===== src/rtl/regfile_pkg.sv =====
`timescale 1ns/1ps
`default_nettype none
// +------------------------------------------------------------------+
// | regfile_pkg                                                      |
// | Shared defaults, state encoding and the hard-wired zero address  |
// | for the multiport register file.                                 |
// | Revision: 1.0                                                    |
// +------------------------------------------------------------------+
package regfile_pkg;

  localparam int DATA_W_DEF = 32;
  localparam int ADDR_W_DEF = 5;

  localparam int                 STATE_W = 1;
  localparam logic [STATE_W-1:0] ST_INIT = 1'b0;
  localparam logic [STATE_W-1:0] ST_RUN  = 1'b1;

  localparam int ZERO_REG = 0;

endpackage
`default_nettype wire


===== src/rtl/regfile_multiport_if.sv =====
`timescale 1ns/1ps
`default_nettype none
// +------------------------------------------------------------------+
// | regfile_multiport_if                                             |
// | Write port, packed read ports and ready flag of the register     |
// | file. The master drives addresses and write data, the slave      |
// | (register file) returns read data and ready.                     |
// | Revision: 1.0                                                    |
// +------------------------------------------------------------------+
interface regfile_multiport_if
  import regfile_pkg::*;
#(
  parameter int DATA_W = DATA_W_DEF,
  parameter int ADDR_W = ADDR_W_DEF,
  parameter int NUM_RD = 2
);

  logic                     writeEnable;
  logic [ADDR_W-1:0]        writeAddress;
  logic [DATA_W-1:0]        writeData;
  logic [NUM_RD*ADDR_W-1:0] readAddress;
  logic [NUM_RD*DATA_W-1:0] readData;
  logic                     ready;

  modport master (
    output writeEnable, writeAddress, writeData, readAddress,
    input  readData, ready
  );

  modport slave (
    input  writeEnable, writeAddress, writeData, readAddress,
    output readData, ready
  );

endinterface
`default_nettype wire


===== src/rtl/regfile_clear_ctrl.sv =====
`timescale 1ns/1ps
`default_nettype none
// +------------------------------------------------------------------+
// | regfile_clear_ctrl                                               |
// | Post-reset clear sequencer: walks entries 1..DEPTH-1 writing     |
// | zero, one per cycle, then raises ready and stays in RUN.         |
// | Revision: 1.0                                                    |
// +------------------------------------------------------------------+
module regfile_clear_ctrl
  import regfile_pkg::*;
#(
  parameter int ADDR_W = ADDR_W_DEF
) (
  input  wire logic              CLK,
  input  wire logic              RST_N,
  output logic                   o_ready,
  output logic                   o_clr_we,
  output logic [ADDR_W-1:0]      o_clr_addr
);

  // Entry 0 is hard-wired, so clearing starts at 1 and ends at all-ones.
  localparam logic [ADDR_W-1:0] PTR_FIRST = ADDR_W'(1);
  localparam logic [ADDR_W-1:0] PTR_LAST  = {ADDR_W{1'b1}};

  logic [STATE_W-1:0] state_q, state_d;
  logic [ADDR_W-1:0]  ptr_q, ptr_d;
  logic               ready_q, ready_d;

  // State register: synchronous active-low reset restarts the clear walk.
  always_ff @(posedge CLK) begin
    if (!RST_N) begin
      state_q <= ST_INIT;
      ptr_q   <= PTR_FIRST;
      ready_q <= 1'b0;
    end else begin
      state_q <= state_d;
      ptr_q   <= ptr_d;
      ready_q <= ready_d;
    end
  end

  // Next state: advance the pointer; the edge clearing the last entry enters RUN.
  always_comb begin
    state_d = state_q;
    ptr_d   = ptr_q;
    ready_d = ready_q;
    if (state_q == ST_INIT) begin
      if (ptr_q == PTR_LAST) begin
        state_d = ST_RUN;
        ready_d = 1'b1;
      end else begin
        ptr_d = ptr_q + ADDR_W'(1);
      end
    end
  end

  // Outputs: clear strobe only while INIT and not held in reset.
  always_comb begin
    o_clr_we   = (state_q == ST_INIT) && RST_N;
    o_clr_addr = ptr_q;
    o_ready    = ready_q && RST_N;
  end

endmodule
`default_nettype wire


===== src/rtl/regfile_multiport.sv =====
`timescale 1ns/1ps
`default_nettype none
// +------------------------------------------------------------------+
// | regfile_multiport                                                |
// | Parametrised register file: NUM_RD combinational read ports,     |
// | one write port, hard-wired zero register, optional same-cycle    |
// | write-to-read bypass and a post-reset clear sequence.            |
// | Revision: 1.0                                                    |
// +------------------------------------------------------------------+
module regfile_multiport
  import regfile_pkg::*;
#(
  parameter int DATA_W = DATA_W_DEF,
  parameter int ADDR_W = ADDR_W_DEF,
  parameter int NUM_RD = 2,
  parameter int BYPASS = 1
) (
  input wire logic          CLK,
  input wire logic          RST_N,
  regfile_multiport_if.slave bus
);

  localparam int                DEPTH     = 2**ADDR_W;
  localparam logic [ADDR_W-1:0] ZERO_ADDR = ADDR_W'(ZERO_REG);

  logic              ready;
  logic              clr_we;
  logic [ADDR_W-1:0] clr_addr;
  logic              user_we;

  logic [DATA_W-1:0] mem_q [DEPTH];
  logic [DATA_W-1:0] mem_d [DEPTH];

  regfile_clear_ctrl #(
    .ADDR_W (ADDR_W)
  ) u_clear_ctrl (
    .CLK        (CLK),
    .RST_N      (RST_N),
    .o_ready    (ready),
    .o_clr_we   (clr_we),
    .o_clr_addr (clr_addr)
  );

  assign bus.ready = ready;

  // User write is accepted only in RUN and never to the zero register.
  assign user_we = bus.writeEnable && ready && (bus.writeAddress != ZERO_ADDR);

  // Single array write port: clear sequencer and user writes are mutually exclusive.
  always_comb begin
    mem_d = mem_q;
    if (clr_we) begin
      mem_d[clr_addr] = '0;
    end else if (user_we) begin
      mem_d[bus.writeAddress] = bus.writeData;
    end
  end

  // Storage array; contents need no reset because the clear walk zeroes it.
  always_ff @(posedge CLK) begin
    mem_q <= mem_d;
  end

  for (genvar k = 0; k < NUM_RD; k++) begin : g_rd
    logic [ADDR_W-1:0] rd_addr;
    logic [DATA_W-1:0] rd_data;

    assign rd_addr = bus.readAddress[k*ADDR_W +: ADDR_W];

    // Read port k: zero in INIT or for address 0, else bypass or stored value.
    always_comb begin
      rd_data = '0;
      if (ready && (rd_addr != ZERO_ADDR)) begin
        if ((BYPASS != 0) && user_we && (bus.writeAddress == rd_addr)) begin
          rd_data = bus.writeData;
        end else begin
          rd_data = mem_q[rd_addr];
        end
      end
    end

    assign bus.readData[k*DATA_W +: DATA_W] = rd_data;
  end

endmodule
`default_nettype wire


===== src/flat_wrapper.sv =====
// flat-port wrapper written by rule: the top's interface ports become plain ports
module regfile_multiport_flat import regfile_pkg::*;
#(
  parameter int DATA_W = DATA_W_DEF,
  parameter int ADDR_W = ADDR_W_DEF,
  parameter int NUM_RD = 2,
  parameter int BYPASS = 1
)
  (CLK, RST_N, bus_writeEnable, bus_writeAddress, bus_writeData, bus_readAddress, bus_readData, bus_ready);
  regfile_multiport_if #(.DATA_W(DATA_W), .ADDR_W(ADDR_W), .NUM_RD(NUM_RD)) bus_i ();
  input wire logic CLK;
  input wire logic RST_N;
  input wire logic [$bits(bus_i.writeEnable)-1:0] bus_writeEnable;
  input wire logic [$bits(bus_i.writeAddress)-1:0] bus_writeAddress;
  input wire logic [$bits(bus_i.writeData)-1:0] bus_writeData;
  input wire logic [$bits(bus_i.readAddress)-1:0] bus_readAddress;
  output wire logic [$bits(bus_i.readData)-1:0] bus_readData;
  output wire logic [$bits(bus_i.ready)-1:0] bus_ready;
  assign bus_i.writeEnable = bus_writeEnable;
  assign bus_i.writeAddress = bus_writeAddress;
  assign bus_i.writeData = bus_writeData;
  assign bus_i.readAddress = bus_readAddress;
  assign bus_readData = bus_i.readData;
  assign bus_ready = bus_i.ready;
  regfile_multiport #(.DATA_W(DATA_W), .ADDR_W(ADDR_W), .NUM_RD(NUM_RD), .BYPASS(BYPASS)) u_core (.CLK(CLK), .RST_N(RST_N), .bus(bus_i));
endmodule

===== config.mk =====
export PLATFORM = sky130hd
export DESIGN_NAME = regfile_multiport_flat
export DESIGN_NICKNAME = d
export VERILOG_FILES = /design/src/rtl/regfile_pkg.sv /design/src/rtl/regfile_multiport_if.sv /design/src/rtl/regfile_clear_ctrl.sv /design/src/rtl/regfile_multiport.sv /design/src/flat_wrapper.sv
export SDC_FILE = /design/constraint.sdc
export NUM_CORES = 2
export LEC_CHECK = 0
export CAP_MARGIN = 20
export CELL_PAD_IN_SITES_DETAIL_PLACEMENT = 2
export CELL_PAD_IN_SITES_GLOBAL_PLACEMENT = 2
export CORE_MARGIN = 5
export CORE_UTILIZATION = 47
export CTS_CLUSTER_SIZE = 16
export DETAILED_ROUTE_END_ITERATION = 16
export MAX_ROUTING_LAYER = met4
export PLACE_DENSITY_LB_ADDON = 0.08
export RECOVER_POWER = 25
export SLEW_MARGIN = 25
export SYNTH_ARGS = -nofsm -noshare
export SYNTH_HDL_FRONTEND = slang
export SYNTH_SLANG_ARGS = --single-unit

===== constraint.sdc =====
create_clock -name CLK -period 5.4 [get_ports CLK]
set_input_delay 1.35 -clock CLK [delete_from_list [all_inputs] [get_ports CLK]]
set_output_delay 1.35 -clock CLK [all_outputs]
set_load 0.05 [all_outputs]

==> run metrics <==
minimum clock period around 5400 ps; Setup Skew roughly 17 ps; TritonCTS Sinks approximately 1000; WL final ~280000 µm; fin nets around 4300; Die Area 133400 µm²; Reg clk slew, reported paths 60 ps; post-route cell area 68470 µm²; commonest register cell after synthesis edfxtp_1; Required @ worst endpoint 4050 ps; worst slew pin tran 1905 ps; DR iter-0 viols ~7300; Die Height 365.2 µm; max_cap viols 2; H-tree lvl count 3; DR WL/cell around 46 µm; router iterations before antenna repair 5; initial core utilization 47.22%; crit path DAT 4050 ps; Final WS setup -4.619 ps; post-synthesis sequential area ratio 52.10%; register area 30890 µm²; # Post-CTS Setup Buffers 0; chip width roughly 370 µm; total grt overflow 0; post-synthesis sequential element count roughly 1000; share of post-route cells with drive strength above 1 27.19%; drt drc 0; buffers added on ports 114; Placed Area approximately 65000 µm²; RSZ-0062 raised after global routing false; crit start category input pin; number of distinct library cells after synthesis between 40 and 50; P_int between 15 and 20 mW; critical path class in2out; adder-cell area share of the yosys netlist 0.1055%; clock power share 37.4%; core footprint 125600 µm²; Synth Instances between 4000 and 5000; Avg Inst Size Synth 14.50 µm²; total number of yosys warnings 0; Switching Share between 20% and 30%; antenna-violating nets left 0; most common cell after layout, fill and taps aside edfxtp_1; fillers 11090; Compound-Gate Fraction of Synth Area 23.01%; Cell Rows 130; Final Setup Violations 1; pwr/cell area ~310 nW/µm²; Comb power frac 16.2%; number of synthesized flops with an enable pin around 1000; fmax 185.0 MHz; largest net degree at the start of global routing 71; initial antenna violation count 11; max-slew violations between 50 and 60; Final Cycle Share 100.1%; vias in the first global route around 50000; peak supply drop 312.1 µV; DP HPWL ~170000 µm; CTS Hold Buffers Added 0; async set-reset flop share out of synthesis 0%; failing checks capacitance limit, slew limit, setup timing; syn_nets a little over 4000; Tot GR Track Use between 40% and 50%; Total Power 21.36 mW; P_sw 6.123 mW; critical path fanouts, max 22; Flop pwr share 46.4%; Hold WC Path Type reg2reg; I/O pin cnt 115; Inserted Clock Buffers 118; Worst-Skew Late Latency 760 ps; Hold Fails Final Rpt 0; Synth Area in Simple Gates around 1.4%; synthesized cell area 59290 µm²; crit path capture type primary output; via count 48780; vias per cell 8.173; multi-input logic area 26620 µm²; CTS tree done; CTS root buf clkbuf_16; worst relative slew slack -27.07%; worst slack, placed -341.8 ps; P_leak 25.20 nW; commonest cells after routing, fill and taps aside edfxtp_1 (1024), a22o_1 (992), buf_4 (412); xor/xnor cell area share of the yosys netlist 0.1920%; mux share of post-synthesis cell area between 10% and 20%; Longest Clk Path Bufs 3; largest family of logic cells by synthesized area compound AO/OA/AOI/OAI gates; gpl congestion 0.9358; first-pass GRT wire length 384900 µm; outcome finished with violations; Layout area overhead 15.48%
==> power by group through the flow <==
stage	registers, mW	clock network [mW]	logic [mW]
after floorplan	9.83	0	1.92
after global placement	9.93	0	3.25
after CTS	9.86	8.02	3.40
final	9.90	7.99	3.46
after global routing	9.93	8.39	3.51
after detailed placement	10.0	0	3.35
==> worst max-delay path: stages <==
cell             delay, ps
clkdlybuf4s50_1        750
nand2_1                260
nor3_1                 350
o31ai_4                170
buf_12                 210
a21oi_2                510
a311o_1                230
buf_4                  200
==> Yosys cell counts (17+ instances only) <==
cell	instances	area share [%]
clkbuf_1	400	2.5
edfxtp_1	1024	52
a32o_1	32	0.54
buf_4	28	0.35
o21bai_1	64	0.81
a22o_1	992	15
mux2i_1	256	4.3
a221oi_1	128	1.9
a22oi_1	192	2.4
buf_6	17	0.32
and2_1	36	0.38
nand2_1	67	0.42
nor2_1	43	0.27
buf_2	106	0.89
a311o_1	64	1.1
mux4_2	384	15
a21oi_1	161	1.4
==> stage by stage <==
| stage | hold slack, ps | utilization (%) | std cells | setup TNS (ps) |
|---|---|---|---|---|
| 2_1_floorplan | 488.8 | - | 4089 | 0 |
| 3_5_place_dp | 577.5 | 51.75 | 5739 | -2733 |
| 6_report | 599.8 | 54.53 | 5968 | -4.619 |
| 3_3_place_gp | 534.1 | 51.74 | 5739 | -2199 |
| 5_1_grt | 612.6 | 54.53 | 5967 | 0 |
| 4_1_cts | 594.1 | 54.74 | 5960 | -765.7 |
==> registers in the layout (all words and copies together) (netlist names) <==
name,flops
u_core.mem_q,1024
u_core.u_clear_ctrl.o_clr_addr,5
u_core.u_clear_ctrl.ready_q,1
u_core.u_clear_ctrl.state_q,1
==> cell families (layout without fill, tap and decap cells) <==
family | after synthesis | count (layout)
AND/OR/NAND/NOR | 179 | 180
AO/OA/AOI/OAI | 1647 | 1647
XOR/XNOR | 13 | 13
multiplexers | 640 | 640
adder cells (fa/ha/maj) | 5 | 5
other | 0 | 7
buffers and inverters | 574 | 795
flip-flops | 1031 | 1031
==> final timing paths <==
check	startpoint	to	slack, ps	depth (start not counted)
setup / recovery	RST_N	bus_readData[12]	-5	8
hold / removal	u_core.mem_q[826]	u_core.mem_q[826]	600	1
setup reg to reg	u_core.u_clear_ctrl.state_q	u_core.mem_q[836]	1290	4
hold reg to reg	u_core.mem_q[826]	u_core.mem_q[826]	600	1
==> repair_timing <==
action | in CTS | in global routing
gates resized for setup | 18 | 9
endpoints found under the setup margin | 19 | 11
gates cloned | 1 | 0
pin swaps | 1 | 0
==> final cells by class <==
cell class,instances,area share (%)
flip-flops and latches,1031,45.11
multi-input cells,2485,38.88
repair buffers,568,7.550
clock buffers,142,4.475
well taps,1650,3.015
clock inverters,78,0.9081
inverters,7,0.03837
diodes,7,0.02558
==> per-layer routing <==
layer / vias to the layer above / routed length, µm / global-route usage (%)
li1: 17920 / - / -
met1: 26100 / 103600 / 52.42
met2: 3962 / 127100 / 63.25
met3: 793 / 32840 / 11.99
met4: 0 / 12160 / 16.29
met5: - / 0 / -
Power figures use the tool's default switching activity.
